[src/rtl/key_scan_fifo.sv]
// rtl/key_scan_fifo.sv - keypad matrix scanner with whole-frame debounce and an FSMC-readable event FIFO
module key_scan_fifo #(
    parameter int ROWS       = 4,
    parameter int COLS       = 4,
    parameter int SCAN_DIV   = 50000,
    parameter int DEBOUNCE   = 4,
    parameter int FIFO_DEPTH = 8
) (
    input  logic            clk,
    input  logic            rst_n,
    input  logic            key_cs,
    input  logic            noe,
    input  logic [ROWS-1:0] row_in,
    output logic [COLS-1:0] col_out,
    output logic [15:0]     data_out,
    output logic            data_oe,
    output logic            key_irq
);
    localparam int NK    = ROWS * COLS;
    localparam int DIV_W = $clog2(SCAN_DIV);
    localparam int COL_W = (COLS > 1) ? $clog2(COLS) : 1;
    localparam int STB_W = $clog2(DEBOUNCE);
    localparam int IDX_W = (NK > 1) ? $clog2(NK) : 1;
    localparam int PTR_W = (FIFO_DEPTH > 1) ? $clog2(FIFO_DEPTH) : 1;
    localparam int CNT_W = $clog2(FIFO_DEPTH + 1);

    localparam logic [DIV_W-1:0] DIV_LAST = DIV_W'(SCAN_DIV - 1);
    localparam logic [COL_W-1:0] COL_LAST = COL_W'(COLS - 1);
    localparam logic [STB_W-1:0] STB_MAX  = STB_W'(DEBOUNCE - 1);
    localparam logic [IDX_W-1:0] IDX_LAST = IDX_W'(NK - 1);
    localparam logic [PTR_W-1:0] PTR_LAST = PTR_W'(FIFO_DEPTH - 1);
    localparam logic [CNT_W-1:0] CNT_FULL = CNT_W'(FIFO_DEPTH);

    // Synchronisers idle high so a reset never fabricates a bus read.
    logic [ROWS-1:0] row_meta_q, row_s_q;
    logic            cs_meta_q, cs_s_q, noe_meta_q, noe_s_q, rd_act_q;
    logic            rd_act, pop_req;

    always_ff @(posedge clk or negedge rst_n) begin
        if (!rst_n) begin
            row_meta_q <= '1;
            row_s_q    <= '1;
            cs_meta_q  <= 1'b1;
            cs_s_q     <= 1'b1;
            noe_meta_q <= 1'b1;
            noe_s_q    <= 1'b1;
            rd_act_q   <= 1'b0;
        end else begin
            row_meta_q <= row_in;
            row_s_q    <= row_meta_q;
            cs_meta_q  <= key_cs;
            cs_s_q     <= cs_meta_q;
            noe_meta_q <= noe;
            noe_s_q    <= noe_meta_q;
            rd_act_q   <= rd_act;
        end
    end

    assign rd_act  = ~cs_s_q & ~noe_s_q;
    assign pop_req = rd_act_q & ~rd_act;

    logic [DIV_W-1:0] div_q;
    logic [COL_W-1:0] col_q, col_d;
    logic [COLS-1:0]  col_out_q;
    logic [NK-1:0]    frame_q, prev_q, deb_q, diff_q, frame_new;
    logic [STB_W-1:0] stable_q, stable_d;
    logic             col_tick, frame_end, accept;

    assign col_tick  = (div_q == DIV_LAST);
    assign frame_end = col_tick && (col_q == COL_LAST);

    always_comb begin
        col_d = col_q;
        if (col_tick) begin
            col_d = (col_q == COL_LAST) ? '0 : col_q + 1'b1;
        end
    end

    always_comb begin
        frame_new = frame_q;
        for (int c = 0; c < COLS; c++) begin
            if (col_q == COL_W'(c)) begin
                for (int r = 0; r < ROWS; r++) begin
                    frame_new[r*COLS + c] = ~row_s_q[r];
                end
            end
        end
    end

    always_comb begin
        stable_d = '0;
        if (frame_new == prev_q) begin
            stable_d = (stable_q == STB_MAX) ? STB_MAX : stable_q + 1'b1;
        end
    end

    assign accept = frame_end && (stable_d == STB_MAX) && (frame_new != deb_q);

    always_ff @(posedge clk or negedge rst_n) begin
        if (!rst_n) begin
            div_q     <= '0;
            col_q     <= '0;
            col_out_q <= '1;
            frame_q   <= '0;
            prev_q    <= '0;
            stable_q  <= '0;
        end else begin
            div_q     <= col_tick ? '0 : div_q + 1'b1;
            col_q     <= col_d;
            col_out_q <= ~(COLS'(1) << col_d);
            if (col_tick) begin
                frame_q <= frame_new;
            end
            if (frame_end) begin
                prev_q   <= frame_new;
                stable_q <= stable_d;
            end
        end
    end

    typedef enum logic {ST_SCAN, ST_EMIT} state_t;

    state_t           state_q;
    logic [IDX_W-1:0] idx_q;
    logic             push_req;
    logic [7:0]       push_code;

    // Frame image cannot change during EMIT: the next column capture is SCAN_DIV clocks away.
    always_ff @(posedge clk or negedge rst_n) begin
        if (!rst_n) begin
            state_q <= ST_SCAN;
            idx_q   <= '0;
            diff_q  <= '0;
            deb_q   <= '0;
        end else begin
            case (state_q)
                ST_SCAN: begin
                    if (accept) begin
                        diff_q  <= frame_new ^ deb_q;
                        idx_q   <= '0;
                        state_q <= ST_EMIT;
                    end
                end
                ST_EMIT: begin
                    if (idx_q == IDX_LAST) begin
                        deb_q   <= frame_q;
                        state_q <= ST_SCAN;
                    end else begin
                        idx_q <= idx_q + 1'b1;
                    end
                end
                default: state_q <= ST_SCAN;
            endcase
        end
    end

    assign push_req  = (state_q == ST_EMIT) && diff_q[idx_q];
    assign push_code = {frame_q[idx_q], 7'(idx_q)};

    function automatic logic [PTR_W-1:0] ptr_inc(input logic [PTR_W-1:0] p);
        return (p == PTR_LAST) ? '0 : p + 1'b1;
    endfunction

    logic [7:0]       mem_q [FIFO_DEPTH];
    logic [PTR_W-1:0] rd_ptr_q, wr_ptr_q, rd_ptr_d, wr_ptr_d;
    logic [CNT_W-1:0] count_q, count_d;
    logic             ovf_q, ovf_d, full, do_pop, do_push;
    logic [7:0]       head_d;
    logic [15:0]      data_out_q;
    logic             key_irq_q;

    // Output word is built from next-state so it tracks the FIFO without a cycle of lag.
    always_comb begin
        full     = (count_q == CNT_FULL);
        do_pop   = pop_req && (count_q != '0);
        do_push  = push_req && (!full || do_pop);
        rd_ptr_d = do_pop  ? ptr_inc(rd_ptr_q) : rd_ptr_q;
        wr_ptr_d = do_push ? ptr_inc(wr_ptr_q) : wr_ptr_q;
        count_d  = count_q;
        if (do_push && !do_pop) begin
            count_d = count_q + 1'b1;
        end else if (do_pop && !do_push) begin
            count_d = count_q - 1'b1;
        end
        ovf_d = ovf_q;
        if (do_pop) begin
            ovf_d = 1'b0;
        end else if (push_req && full) begin
            ovf_d = 1'b1;
        end
        head_d = '0;
        if (count_d != '0) begin
            head_d = ((count_q - CNT_W'(do_pop)) == '0) ? push_code : mem_q[rd_ptr_d];
        end
    end

    always_ff @(posedge clk) begin
        if (do_push) begin
            mem_q[wr_ptr_q] <= push_code;
        end
    end

    always_ff @(posedge clk or negedge rst_n) begin
        if (!rst_n) begin
            rd_ptr_q   <= '0;
            wr_ptr_q   <= '0;
            count_q    <= '0;
            ovf_q      <= 1'b0;
            data_out_q <= 16'h0000;
            key_irq_q  <= 1'b0;
        end else begin
            rd_ptr_q   <= rd_ptr_d;
            wr_ptr_q   <= wr_ptr_d;
            count_q    <= count_d;
            ovf_q      <= ovf_d;
            data_out_q <= {count_d != '0, ovf_d, 6'h00, head_d};
            key_irq_q  <= (count_d != '0);
        end
    end

    assign col_out  = col_out_q;
    assign data_out = data_out_q;
    assign key_irq  = key_irq_q;
    assign data_oe  = ~key_cs & ~noe;

endmodule

[config.mk]
export PLATFORM = sky130hd
export DESIGN_NAME = key_scan_fifo
export DESIGN_NICKNAME = d
export VERILOG_FILES = /design/src/rtl/key_scan_fifo.sv
export SDC_FILE = /design/constraint.sdc
export NUM_CORES = 1
export LEC_CHECK = 0
export CAP_MARGIN = 5
export CORE_ASPECT_RATIO = 0.6
export CORE_MARGIN = 2
export CORE_UTILIZATION = 44
export CTS_BUF_LIST = sky130_fd_sc_hd__clkbuf_16
export DETAILED_ROUTE_END_ITERATION = 10
export DONT_BUFFER_PORTS = 1
export MAX_ROUTING_LAYER = met4
export PLACE_DENSITY = 0.68
export SLEW_MARGIN = 0
export SYNTH_ARGS = -nofsm -noshare
export SYNTH_HDL_FRONTEND = slang
export SYNTH_SLANG_ARGS = --single-unit
[constraint.sdc]
create_clock -name clk -period 3 [get_ports clk]
set_clock_uncertainty 0.1 [all_clocks]
set_input_delay 0.9 -clock clk [delete_from_list [all_inputs] [get_ports clk]]
set_output_delay 0.9 -clock clk [all_outputs]
set_load 0.02 [all_outputs]
==> metrics.txt <==
fillers=1464; Clock Latency Late Sink=0.43 ns; Core ar.=17200 µm²; status=finished, final reports clean; commonest non-fill, non-tap cell in the layout=dfrtp_1; clock sinks=163; I/O Pins=30; CP top delay family=simple AND/OR/NAND/NOR gates; Synth Register Bits=roughly 160; Main synth FF type=dfrtp_1; Synth cell types=between 60 and 70; hold crit path type=in -> async; CTS tree=built; PortBufs=0; Via Count=5070; Warnings, synthesis=0; syn_area_per_cell=~12 µm²; Ant. Diodes=0; dpl cells=889; Final min period=2.90 ns; half-perimeter wire length after placement=12100 µm; final hold viol count=0; Synth Area in Compound Gates=7.59%; Rows=37; gpl congestion=0.940; final WL=17100 µm; Initial Util=45.1%; CP startpoint kind=register; post-synthesis mux area share=13.7%; Cell Area, Synth=7770 µm²; RSZ-0062 raised after global routing=no; slowest cell delay on critical path=0.40 ns; post-layout util=51.5%; Hold WS=0.0593 ns; total congestion overflow=0; DR iter-0 viols=between 400 and 500; antenna violations before repair=0; Worst Path Arrival=3.12 ns; crit path buf inv count=2; max-slew violation count=0; drt drc=0; Synth Area in XOR/XNOR=4.51%; slowest stage cell, crit path=o22ai_1; CP cell instances=buf_4, ha_4, nor2b_1, o21a_1, o22ai_1, nor4_2, and3_1, or3_4, buf_12, mux2_4; post-synthesis sequential area ratio=55.4%; WS Path Type=reg -> reg; GRT Resource Usage Total=20.0%; largest family of logic cells by synthesized area=multiplexers; CTS clock-pin slew for the worst setup and hold paths=0.07 ns; fmax=0.344 GHz; first-pass GRT wire length=27500 µm; FFs w/ async S/R, synth=75.5%; maximum VDD drop=0.388 mV; Via density=5.50; max cap viols=0; Final Non-Filler Cells=922; DR WL/cell=18.6 µm; number of buffers created by CTS=17; cells after synthesis=647; Critical Path RT=3.21 ns; Die Wd=176 µm; number of buffers on the longest clock path=2; full die area=18800 µm²; area grow syn2layout=14.3%; CTS root buffer=clkbuf_16; commonest non-fill, non-tap cells in the layout=dfrtp_1, nand2_1, edfxtp_1, o21ai_0, mux2_2; Post-DRT Antenna Nets=0; CP Max Fanout=18; leakage=0.00373 µW; Final setup viols=0; DRT Pass-1 Iters=5; Worst setup EP type=register; Final Power=4440 µW; PD cells=500 nW/µm²; vias in the first global route=5024; share of cells above drive strength 1=25.3%; period utilization=96.8%; number of flops mapped to enable cells by yosys=40; Clock H-tree levels=4; area share of and/or/nand/nor cells after synthesis=approximately an eighth; fraction of the mapped netlist area in adder cells=2.22%; largest net degree at the start of global routing=124; Final #Nets=approximately 700; Die H=~110 µm
worst reg2reg max path: cells and delay by family (launching register included):
family	cells	cell delay, ns
compound gates	2	0.63
mux	1	0.30
fa+ha+maj	1	0.21
simple gates	4	0.83
flops	1	0.39
buf+inv	2	0.33
sequential cells by signal, indices dropped and copies added, names as in the netlist, 3 cells and up:
register / flops
wr_ptr_q: 3
count_q: 4
row_meta_q: 4
mem_q: 40
deb_q: 16
data_out: 7
div_q: 16
row_s_q: 4
col_out: 4
frame_q: 16
diff_q: 16
prev_q: 16
rd_ptr_q: 3
idx_q: 4
metal layers:
metal	track usage [%]	wire, µm	vias to the layer above
met2	26.3	7120	147
met1	29.7	8620	2556
met3	5.53	1200	17
met5	-	0	-
met4	6.38	172	0
li1	-	-	2350
final timing paths:
path | depth (start not counted) | from | slack (ns) | end
min | 0 | rst_n | 0.06 | deb_q[15]
max in group asynchronous | 0 | rst_n | 2.42 | cs_s_q
min in group clk | 0 | row_meta_q[2] | 0.25 | row_s_q[2]
max reg2reg | 10 | col_q[0] | 0.1 | diff_q[13]
max | 10 | col_q[0] | 0.1 | diff_q[13]
min reg2reg | 0 | row_meta_q[2] | 0.25 | row_s_q[2]
metrics by stage:
stage          setup TNS [ns]  setup slack (ns)  area [µm²]
2_1_floorplan               0             0.127        7800
3_3_place_gp           -0.109           -0.0146        8150
3_5_place_dp           -0.911           -0.0729        8150
4_1_cts                     0            0.0134        8740
5_1_grt                     0            0.0244        8880
6_report                    0            0.0954        8880
cell usage after synthesis (all sizes together) (5+ instances only):
| cell | count | area share, % |
|---|---|---|
| edfxtp | 40 | 15 |
| or3 | 5 | 0.40 |
| a22oi | 10 | 0.97 |
| xnor2 | 25 | 2.8 |
| nand3 | 16 | 1.0 |
| o21a | 9 | 0.87 |
| nor3 | 10 | 0.64 |
| ha | 13 | 2.1 |
| inv | 19 | 0.92 |
| xor2 | 15 | 1.7 |
| o22a | 5 | 0.56 |
| buf | 24 | 2.3 |
| nand4 | 7 | 0.56 |
| nor4 | 8 | 0.72 |
| a21oi | 5 | 0.32 |
| and3 | 6 | 0.48 |
| dfrtp | 107 | 34 |
| nand2b | 5 | 0.40 |
| and2 | 8 | 0.64 |
| o21ai | 42 | 2.8 |
| nor2 | 37 | 1.9 |
| nor2b | 14 | 1.2 |
| nand2 | 64 | 3.1 |
| clkbuf | 12 | 0.58 |
| mux2 | 46 | 7.1 |
| mux4 | 5 | 1.5 |
| dfstp | 16 | 5.4 |
| mux2i | 37 | 5.2 |
final cells by class:
type                            count  area [µm²]  area share, %
Sequential cell                   163        4300           48.4
Multi-Input combinational cell    437        3350           37.8
Clock buffer                       17         425           4.79
Timing Repair Buffer               37         294           3.31
Tap cell                          234         293           3.30
Clock inverter                     15         141           1.59
Inverter                           19        71.3          0.803
report_power, final:
part | internal [µW] | leakage (µW) | total [µW] | switching (µW)
combinational | 16.0 | 0.00154 | 46.5 | 30.6
sequential | 2280 | 0.00192 | 2290 | 12.1
clock | 1160 | 0.000270 | 2100 | 940
total | 3450 | 0.00373 | 4440 | 982
repair_timing:
| item | CTS | global route |
|---|---|---|
| resized for setup | 6 | 26 |
| endpoints found under the setup margin | 23 | 48 |
| pin swaps | 0 | 3 |
| hold buffers | 0 | 0 |
| setup buffers | 0 | 1 |
kinds of logic (layout without fill, tap and decap cells):
logic type                 count (synthesis)  after routing
muxes                                     88             88
adders and majority gates                 14             14
AOI/OAI and AO/OA                         92             92
and+or+nand+nor                          194            194
other                                      1              9
buffers and inverters                     55             88
DFF                                      163            163
xor gates and xnor gates                  40             40
Note: power is estimated with default switching activity, not from simulation.
